===== src/rtl/gate_bist.sv =====
// rtl/gate_bist.sv - BIST sequencer that sweeps every input vector of a gate and checks gate_y against TRUTH
// Optional macro GATE_BIST_STOP_ON_FAIL_EN: end the run at the first mismatch, leaving stim on the failing vector.
module gate_bist #(
    parameter int                  N_IN   = 2,
    parameter int                  SETTLE = 2,
    parameter logic [2**N_IN-1:0]  TRUTH  = 4'b0111
) (
    input  logic            clk,
    input  logic            rst_n,
    input  logic            start,
    input  logic            gate_y,
    output logic [N_IN-1:0] stim,
    output logic            busy,
    output logic            done,
    output logic            pass,
    output logic [N_IN:0]   err_count,
    output logic [N_IN-1:0] fail_vec
);

    localparam logic [2:0] S_IDLE   = 3'd0;
    localparam logic [2:0] S_APPLY  = 3'd1;
    localparam logic [2:0] S_WAIT   = 3'd2;
    localparam logic [2:0] S_SAMPLE = 3'd3;
    localparam logic [2:0] S_DONE   = 3'd4;

    localparam int              CW       = (SETTLE < 1) ? 1 : $clog2(SETTLE + 1);
    localparam logic [N_IN-1:0] LAST_VEC = {N_IN{1'b1}};
    localparam logic [N_IN:0]   ERR_MAX  = (N_IN + 1)'(2 ** N_IN);

    logic [2:0]      state_q, state_d;
    logic [N_IN-1:0] stim_q, stim_d;
    logic [CW-1:0]   cnt_q, cnt_d;
    logic [N_IN:0]   err_q, err_d;
    logic [N_IN-1:0] fv_q, fv_d;
    logic            mismatch;

    assign mismatch = (gate_y != TRUTH[stim_q]);

    always_comb begin
        state_d = state_q;
        stim_d  = stim_q;
        cnt_d   = cnt_q;
        err_d   = err_q;
        fv_d    = fv_q;
        case (state_q)
            S_IDLE, S_DONE: begin
                if (start) begin
                    state_d = S_APPLY;
                    stim_d  = '0;
                    err_d   = '0;
                    fv_d    = '0;
                end
            end
            S_APPLY: begin
                cnt_d   = CW'(SETTLE);
                state_d = (SETTLE > 0) ? S_WAIT : S_SAMPLE;
            end
            S_WAIT: begin
                if (cnt_q <= CW'(1)) begin
                    state_d = S_SAMPLE;
                end else begin
                    cnt_d = cnt_q - CW'(1);
                end
            end
            S_SAMPLE: begin
                if (mismatch) begin
                    if (err_q != ERR_MAX) err_d = err_q + 1'b1;
                    if (err_q == '0)      fv_d  = stim_q;
                end
`ifdef GATE_BIST_STOP_ON_FAIL_EN
                // Failing vector stays on stim so the gate can be probed in DONE.
                if (mismatch) begin
                    state_d = S_DONE;
                end else if (stim_q == LAST_VEC) begin
                    state_d = S_DONE;
                    stim_d  = '0;
                end else begin
                    state_d = S_APPLY;
                    stim_d  = stim_q + 1'b1;
                end
`else
                if (stim_q == LAST_VEC) begin
                    state_d = S_DONE;
                    stim_d  = '0;
                end else begin
                    state_d = S_APPLY;
                    stim_d  = stim_q + 1'b1;
                end
`endif
            end
            default: state_d = S_IDLE;
        endcase
    end

    always_ff @(posedge clk or negedge rst_n) begin
        if (!rst_n) begin
            state_q <= S_IDLE;
            stim_q  <= '0;
            cnt_q   <= '0;
            err_q   <= '0;
            fv_q    <= '0;
        end else begin
            state_q <= state_d;
            stim_q  <= stim_d;
            cnt_q   <= cnt_d;
            err_q   <= err_d;
            fv_q    <= fv_d;
        end
    end

    assign stim      = stim_q;
    assign busy      = (state_q == S_APPLY) || (state_q == S_WAIT) || (state_q == S_SAMPLE);
    assign done      = (state_q == S_DONE);
    assign pass      = done && (err_q == '0);
    assign err_count = err_q;
    assign fail_vec  = fv_q;

endmodule


===== config.mk =====
export PLATFORM = sky130hd
export DESIGN_NAME = gate_bist
export DESIGN_NICKNAME = d
export VERILOG_FILES = /design/src/rtl/gate_bist.sv
export SDC_FILE = /design/constraint.sdc
export NUM_CORES = 1
export LEC_CHECK = 0
export CORE_MARGIN = 2
export CORE_UTILIZATION = 40
export DETAILED_ROUTE_END_ITERATION = 7
export DONT_BUFFER_PORTS = 1
export PLACE_DENSITY = 0.64
export SYNTH_ARGS = -nofsm -noshare
export SYNTH_HDL_FRONTEND = slang
export SYNTH_SLANG_ARGS = --single-unit
export TNS_END_PERCENT = 5

===== constraint.sdc =====
create_clock -name clk -period 2 [get_ports clk]
set_input_delay 0.1 -clock clk [delete_from_list [all_inputs] [get_ports clk]]
set_output_delay 0.1 -clock clk [all_outputs]
set_load 0.02 [all_outputs]

==> results of run 1 <==
==> per-layer routing <==
layer,part of all wire,global-route usage
met3,0.062,0.0654
met5,0,0
met2,0.42,0.216
met1,0.51,0.224
met4,0.0082,0.0333
==> final cells by class <==
cell class | count | area [µm²] | area share
clock buffer | 4 | 36.3 | 0.0450
inverter | 6 | 22.5 | 0.0280
timing repair buffer | 3 | 27.5 | 0.0342
multi-input combinational | 58 | 388 | 0.481
sequential | 12 | 300 | 0.373
tap | 25 | 31.3 | 0.0388
==> cells in the final DEF (no fill, tap or decap), types with 2 or more instances in the layout <==
cell / n
a31oi_1: 3
clkbuf_4: 3
dlygate4sd3_1: 2
nand2_1: 7
or3_1: 2
ha_1: 5
nand3_1: 5
nand2b_1: 2
and3b_1: 2
xnor2_1: 2
nand4_1: 3
inv_1: 6
dfrtp_1: 12
nor2_1: 7
o211ai_1: 3
a22o_1: 2
a21oi_1: 2
==> kinds of logic (layout without fill, tap and decap cells) <==
kind of cell,Yosys count,after routing,share of synthesized area
buffers and inverters,9,13,0.0772
XOR/XNOR,2,2,0.0235
adder cells (fa/ha/maj),5,5,0.0839
flip-flops,12,12,0.403
AND/OR/NAND/NOR,32,32,0.228
AO/OA/AOI/OAI,19,19,0.185
==> where the power goes <==
part	leakage, nW	switching [mW]	internal [mW]
clock	0.0210	0.0831	0.111
sequential	0.153	0.217	0.337
combinational	0.184	0.309	0.250
total	0.358	0.609	0.698
==> final timing paths <==
kind | to | cells after the start | slack [ns]
worst max-delay path | pass | 4 | 0.33
worst min-delay path | err_count[2]$_DFFE_PN0P_ | 2 | 0.05
worst max register to register | err_count[1]$_DFFE_PN0P_ | 3 | 0.49
worst min register to register | cnt_q[1]$_DFFE_PN0P_ | 1 | 0.51
max in group asynchronous | state_q[1]$_DFFE_PN0P_ | 1 | 1.38
min in group asynchronous | err_count[2]$_DFFE_PN0P_ | 1 | 0.25
==> stage by stage <==
stage          utilization  power, mW  setup slack (ns)
4_1_cts              0.462       1.31             0.317
5_1_grt              0.462       1.41             0.168
6_report             0.462       1.31             0.326
3_5_place_dp         0.429       1.10             0.532
2_1_floorplan            -       1.04             0.474
3_3_place_gp         0.429       1.10             0.537
==> repair_timing <==
action	CTS	global route
hold buffers	2	0
hold endpoints to repair	13	0
setup endpoints to repair	0	0
resized for setup	0	0
==> registers in the layout, indices dropped and copies added (netlist names) <==
signal     flops
cnt_q          2
fail_vec       2
err_count      3
state_q        3
stim           2
==> metrics.md, run 1 <==
| Metric | Value |
|---|---|
| Status | complete, no violations |
| Nets | 93 |
| Lkg Pwr | about 0.36 nW |
| Peak fanout along the critical path | 5 |
| Pre-Repair DR Iteration Count | 4 |
| Most common cell in the netlist | dfrtp_1 |
| Fin crit share | 0.837 |
| Worst path cell trace | inv_1 > ha_1 > nand2b_1 > nor2_1 |
| Synth Area per Inst | 9.44 µm² |
| CP max-delay cell | dfrtp_1 |
| Routability cong. | 0.770 |
| Setup_tns | 0 ns |
| First-pass GRT wire length | 2.35 mm |
| Max-cap violations | 0 |
| Placed Cells | between 100 and 150 |
| Relative slew slack | 0.630 |
| Fin. Hold Viols | 0 |
| Fmax | 597 MHz |
| Syn. warnings | 0 |
| Primary flip-flop cell chosen by synthesis mapping | dfrtp_1 |
| Total grt overflow | 0 |
| Fin crit period | 1.67 ns |
| Largest net degree at the start of global routing | 13 |
| Cell variety after synth | 30 |
| Core area | 1750 µm² |
| Detailed Route WL | 1.46 mm |
| Fillers | 176 |
| Number of buffers created by CTS | 3 |
| Max Slew Vio Count | 0 |
| Pwr/cell area | 1620 nW/µm² |
| Vias per Instance | 5.53 |
| Gr usage total | 0.155 |
| CTS sink cnt | 12 |
| Die H | approximately 47 µm |
| Worst Tran Pin Value | about 0.55 ns |
| Synth top area share | 0.403 |
| Main area contributors after synthesis | dfrtp_1 (40%), ha_1 (8.4%), clkbuf_8 (3.7%), nand2_1 (3.5%), nor2_1 (3.5%) |
| Mapped Cells | 79 |
| Critical path endpoint category | output port |
| Dominant cell type by area after synthesis | dfrtp_1 |
| RSZ-0062 raised after global routing | false |
| H-tree depth | 1 |
| Fraction of registers with async set/reset | 1.00 |
| Clock Path Buffers | 2 |
| Syn nets | 88 |
| Clock Latency Late Sink | about 0.27 ns |
| Final Non-Filler Cells | 108 |
| Worst EP arrival | 1.57 ns |
| Worst Hold Class | input port to flip-flop |
| Seq cells post-synth | 12 |
| Setup bufs post-CTS | 0 |
| Initial antenna violation count | 0 |
| Total Die Area | approximately 2200 µm² |
| CP Data Required Time | 1.90 ns |
| CTS tree | yes |
| Synth-to-layout area growth | 8.05% |
| Ant. Diodes | 0 |
| Row count | 15 |
| 1st-iter DRT viols | 7 |
| Vias in the first global route | 485 |
| Share of cells above drive strength 1 | 0.0843 |
| Endpoints failing setup | 0 |
| Register area share after synthesis | 0.403 |
| Post-DR wirelength/cell | 13.5 µm |
| IR drop worst, VDD | between 800 and 900 µV |
| Post-detail-place hpwl | roughly 1.1 mm |
| # DRC | 0 |
| Reg2Reg Launch Point | state_q[0]$_DFFE_PN0P_ |
| Clock transition at path regs | 0.08 ns |
| # port buffers | 0 |
| Clock Skews | between 0.006 and 0.007 ns |
| DR vias | roughly 600 |
| Post-synth EDFFs | 0 |
| Commonest cells in the netlist | dfrtp_1 (12), nand2_1 (7), nor2_1 (7), inv_1 (6) |
| Post-route ant nets | 0 |
| Synthesized cell area | approximately 750 µm² |
| Fin area | 806 µm² |
| Worst hold slack | 0.0473 ns |
| Die X | roughly 47 µm |
| CTS root buffer | clkbuf_4 |
| Worst path max stage delay | 0.49 ns |
| CP top delay family | flip-flops |
| Area after DPL | between 700 and 800 µm² |
| Crit path from | err_count[1]$_DFFE_PN0P_ |
| CP Class | flip-flop to output port |
| Min-delay src | start |
| I/O pin total | 14 |
| Critical path startpoint category | flip-flop |
| CP Buf/Inv Count | 1 |
| Starting Density | 0.427 |
Note: power is estimated with default switching activity, not from simulation.
==> run 2, diff against run 1 <==
Clock period 2 ns to 1.7 ns, I/O delays scaled along.
==> metrics.md, run 2 (synthesized netlist as in run 1, its figures left out) <==
| Metric | Value |
|---|---|
| Status | complete, no violations |
| Row count | 15 |
| CTS tree | yes |
| Synth-to-layout area growth | 11.7% |
| Dpl ws | 0.296 ns |
| DR vias | 601 |
| Largest net degree at the start of global routing | 13 |
| Fmax | between 600 and 700 MHz |
| Initial antenna violation count | 0 |
| Total Power | roughly 1.6 mW |
| Peak fanout along the critical path | 5 |
| Worst path cell trace | inv_1 > ha_1 > nand2b_1 > nor2_2 |
| Die X | 47.2 µm |
| Fin area | between 800 and 900 µm² |
| Gr usage total | 0.167 |
| Ant. Diodes | 0 |
| Post-DR wirelength/cell | approximately 13 µm |
| CTS root buffer | clkbuf_4 |
| Worst path max stage delay | 0.47 ns |
| Worst hold slack | 0.0392 ns |
| Setup bufs post-CTS | 0 |
| Area after DPL | about 770 µm² |
| Vias per Instance | 5.41 |
| Number of buffers created by CTS | 3 |
| Fin crit period | 1.53 ns |
| Core area | 1750 µm² |
| Fillers | roughly 170 |
| Pre-Repair DR Iteration Count | 4 |
| Worst Hold Class | input port to flip-flop |
| Worst EP arrival | 1.45 ns |
| Detailed Route WL | ~1.5 mm |
| CP Data Required Time | 1.62 ns |
| Die H | approximately 47 µm |
| Nets | 96 |
| Total grt overflow | 0 |
| Clock transition at path regs | 0.07 ns |
| Critical path endpoint category | output port |
| Critical path startpoint category | flip-flop |
| Lkg Pwr | 0.373 nW |
| RSZ-0062 raised after global routing | false |
| Total Die Area | 2230 µm² |
| Most frequent cells in the layout | dfrtp_1 (12), nand2_1 (7), inv_1 (6) |
| Share of cells above drive strength 1 | 0.140 |
| IR drop worst, VDD | between 1000 and 1500 µV |
| # port buffers | 0 |
| Setup_tns | 0 ns |
| Starting Density | 0.427 |
| Clock Latency Late Sink | roughly 0.27 ns |
| CP Class | flip-flop to output port |
| Endpoints failing setup | 0 |
| Fin. Hold Viols | 0 |
| Commonest non-fill, non-tap cell in the layout | dfrtp_1 |
| Clock Path Buffers | 2 |
| Max Slew Vio Count | 0 |
| First-pass GRT wire length | between 2 and 2.5 mm |
| I/O pin total | 14 |
| Fin crit share | 0.902 |
| Post-detail-place hpwl | 1.08 mm |
| Pwr/cell area | 1910 nW/µm² |
| Relative slew slack | 0.639 |
| Routability cong. | between 0.8 and 0.9 |
| Vias in the first global route | about 530 |
| H-tree depth | 1 |
| # DRC | 0 |
| CTS sink cnt | 12 |
| 1st-iter DRT viols | 8 |
| Worst Tran Pin Value | 0.540 ns |
| CP max-delay cell | dfrtp_1 |
| Fin worst setup slack | between 0.15 and 0.2 ns |
| Post-route ant nets | 0 |
| Clock Skews | approximately 0.0039 ns |
| Max-cap violations | 0 |
[run 2: report_power, final]
group          internal [mW]  switching [mW]
sequential             0.398           0.201
clock                  0.130          0.0931
combinational          0.338           0.436
[run 2: final cells by class]
class | count | area [µm²] | area share
clock buffers | 4 | 36.3 | 0.0435
inverters | 6 | 22.5 | 0.0270
well taps | 25 | 31.3 | 0.0375
repair buffers | 6 | 50.0 | 0.0601
flip-flops and latches | 12 | 300 | 0.360
multi-input cells | 58 | 393 | 0.471
[run 2: per-stage QoR]
step,cells,util
finish,111,0.477
global route,111,0.477
CTS,111,0.475
detailed placement,105,0.442
global placement,105,0.442
floorplan,79,-
[run 2: worst paths after layout]
check | start | slack, ns | cells past startpoint | end
setup / recovery | err_count[1]$_DFFE_PN0P_ | 0.17 | 4 | pass
hold / removal | start | 0.04 | 2 | err_count[2]$_DFFE_PN0P_
setup reg to reg | state_q[0]$_DFFE_PN0P_ | 0.26 | 4 | err_count[0]$_DFFE_PN0P_
hold reg to reg | cnt_q[1]$_DFFE_PN0P_ | 0.52 | 1 | cnt_q[1]$_DFFE_PN0P_
max in group asynchronous | rst_n | 1.11 | 1 | err_count[1]$_DFFE_PN0P_
min in group asynchronous | rst_n | 0.23 | 1 | fail_vec[0]$_DFFE_PN0P_
[run 2: what timing repair did]
action,4_1_cts,5_1_grt
endpoints found under the hold margin,13,0
resized for setup,0,2
setup endpoints to repair,0,1
hold buffers,2,0
[run 2: metal layers]
| layer | vias up | share of wire | GRT usage |
|---|---|---|---|
| met3 | 2 | 0.058 | 0.0654 |
| met5 | - | 0 | 0 |
| met2 | 13 | 0.42 | 0.216 |
| met1 | 284 | 0.50 | 0.236 |
| met4 | 0 | 0.019 | 0.0833 |
| li1 | 302 | - | - |
[run 2: critical path, delay by kind of cell (launching register included)]
| family | cells | cell delay [ns] |
|---|---|---|
| DFF | 1 | 0.47 |
| and+or+nand+nor | 2 | 0.36 |
| adders and majority gates | 1 | 0.23 |
| buffers and inverters | 1 | 0.12 |
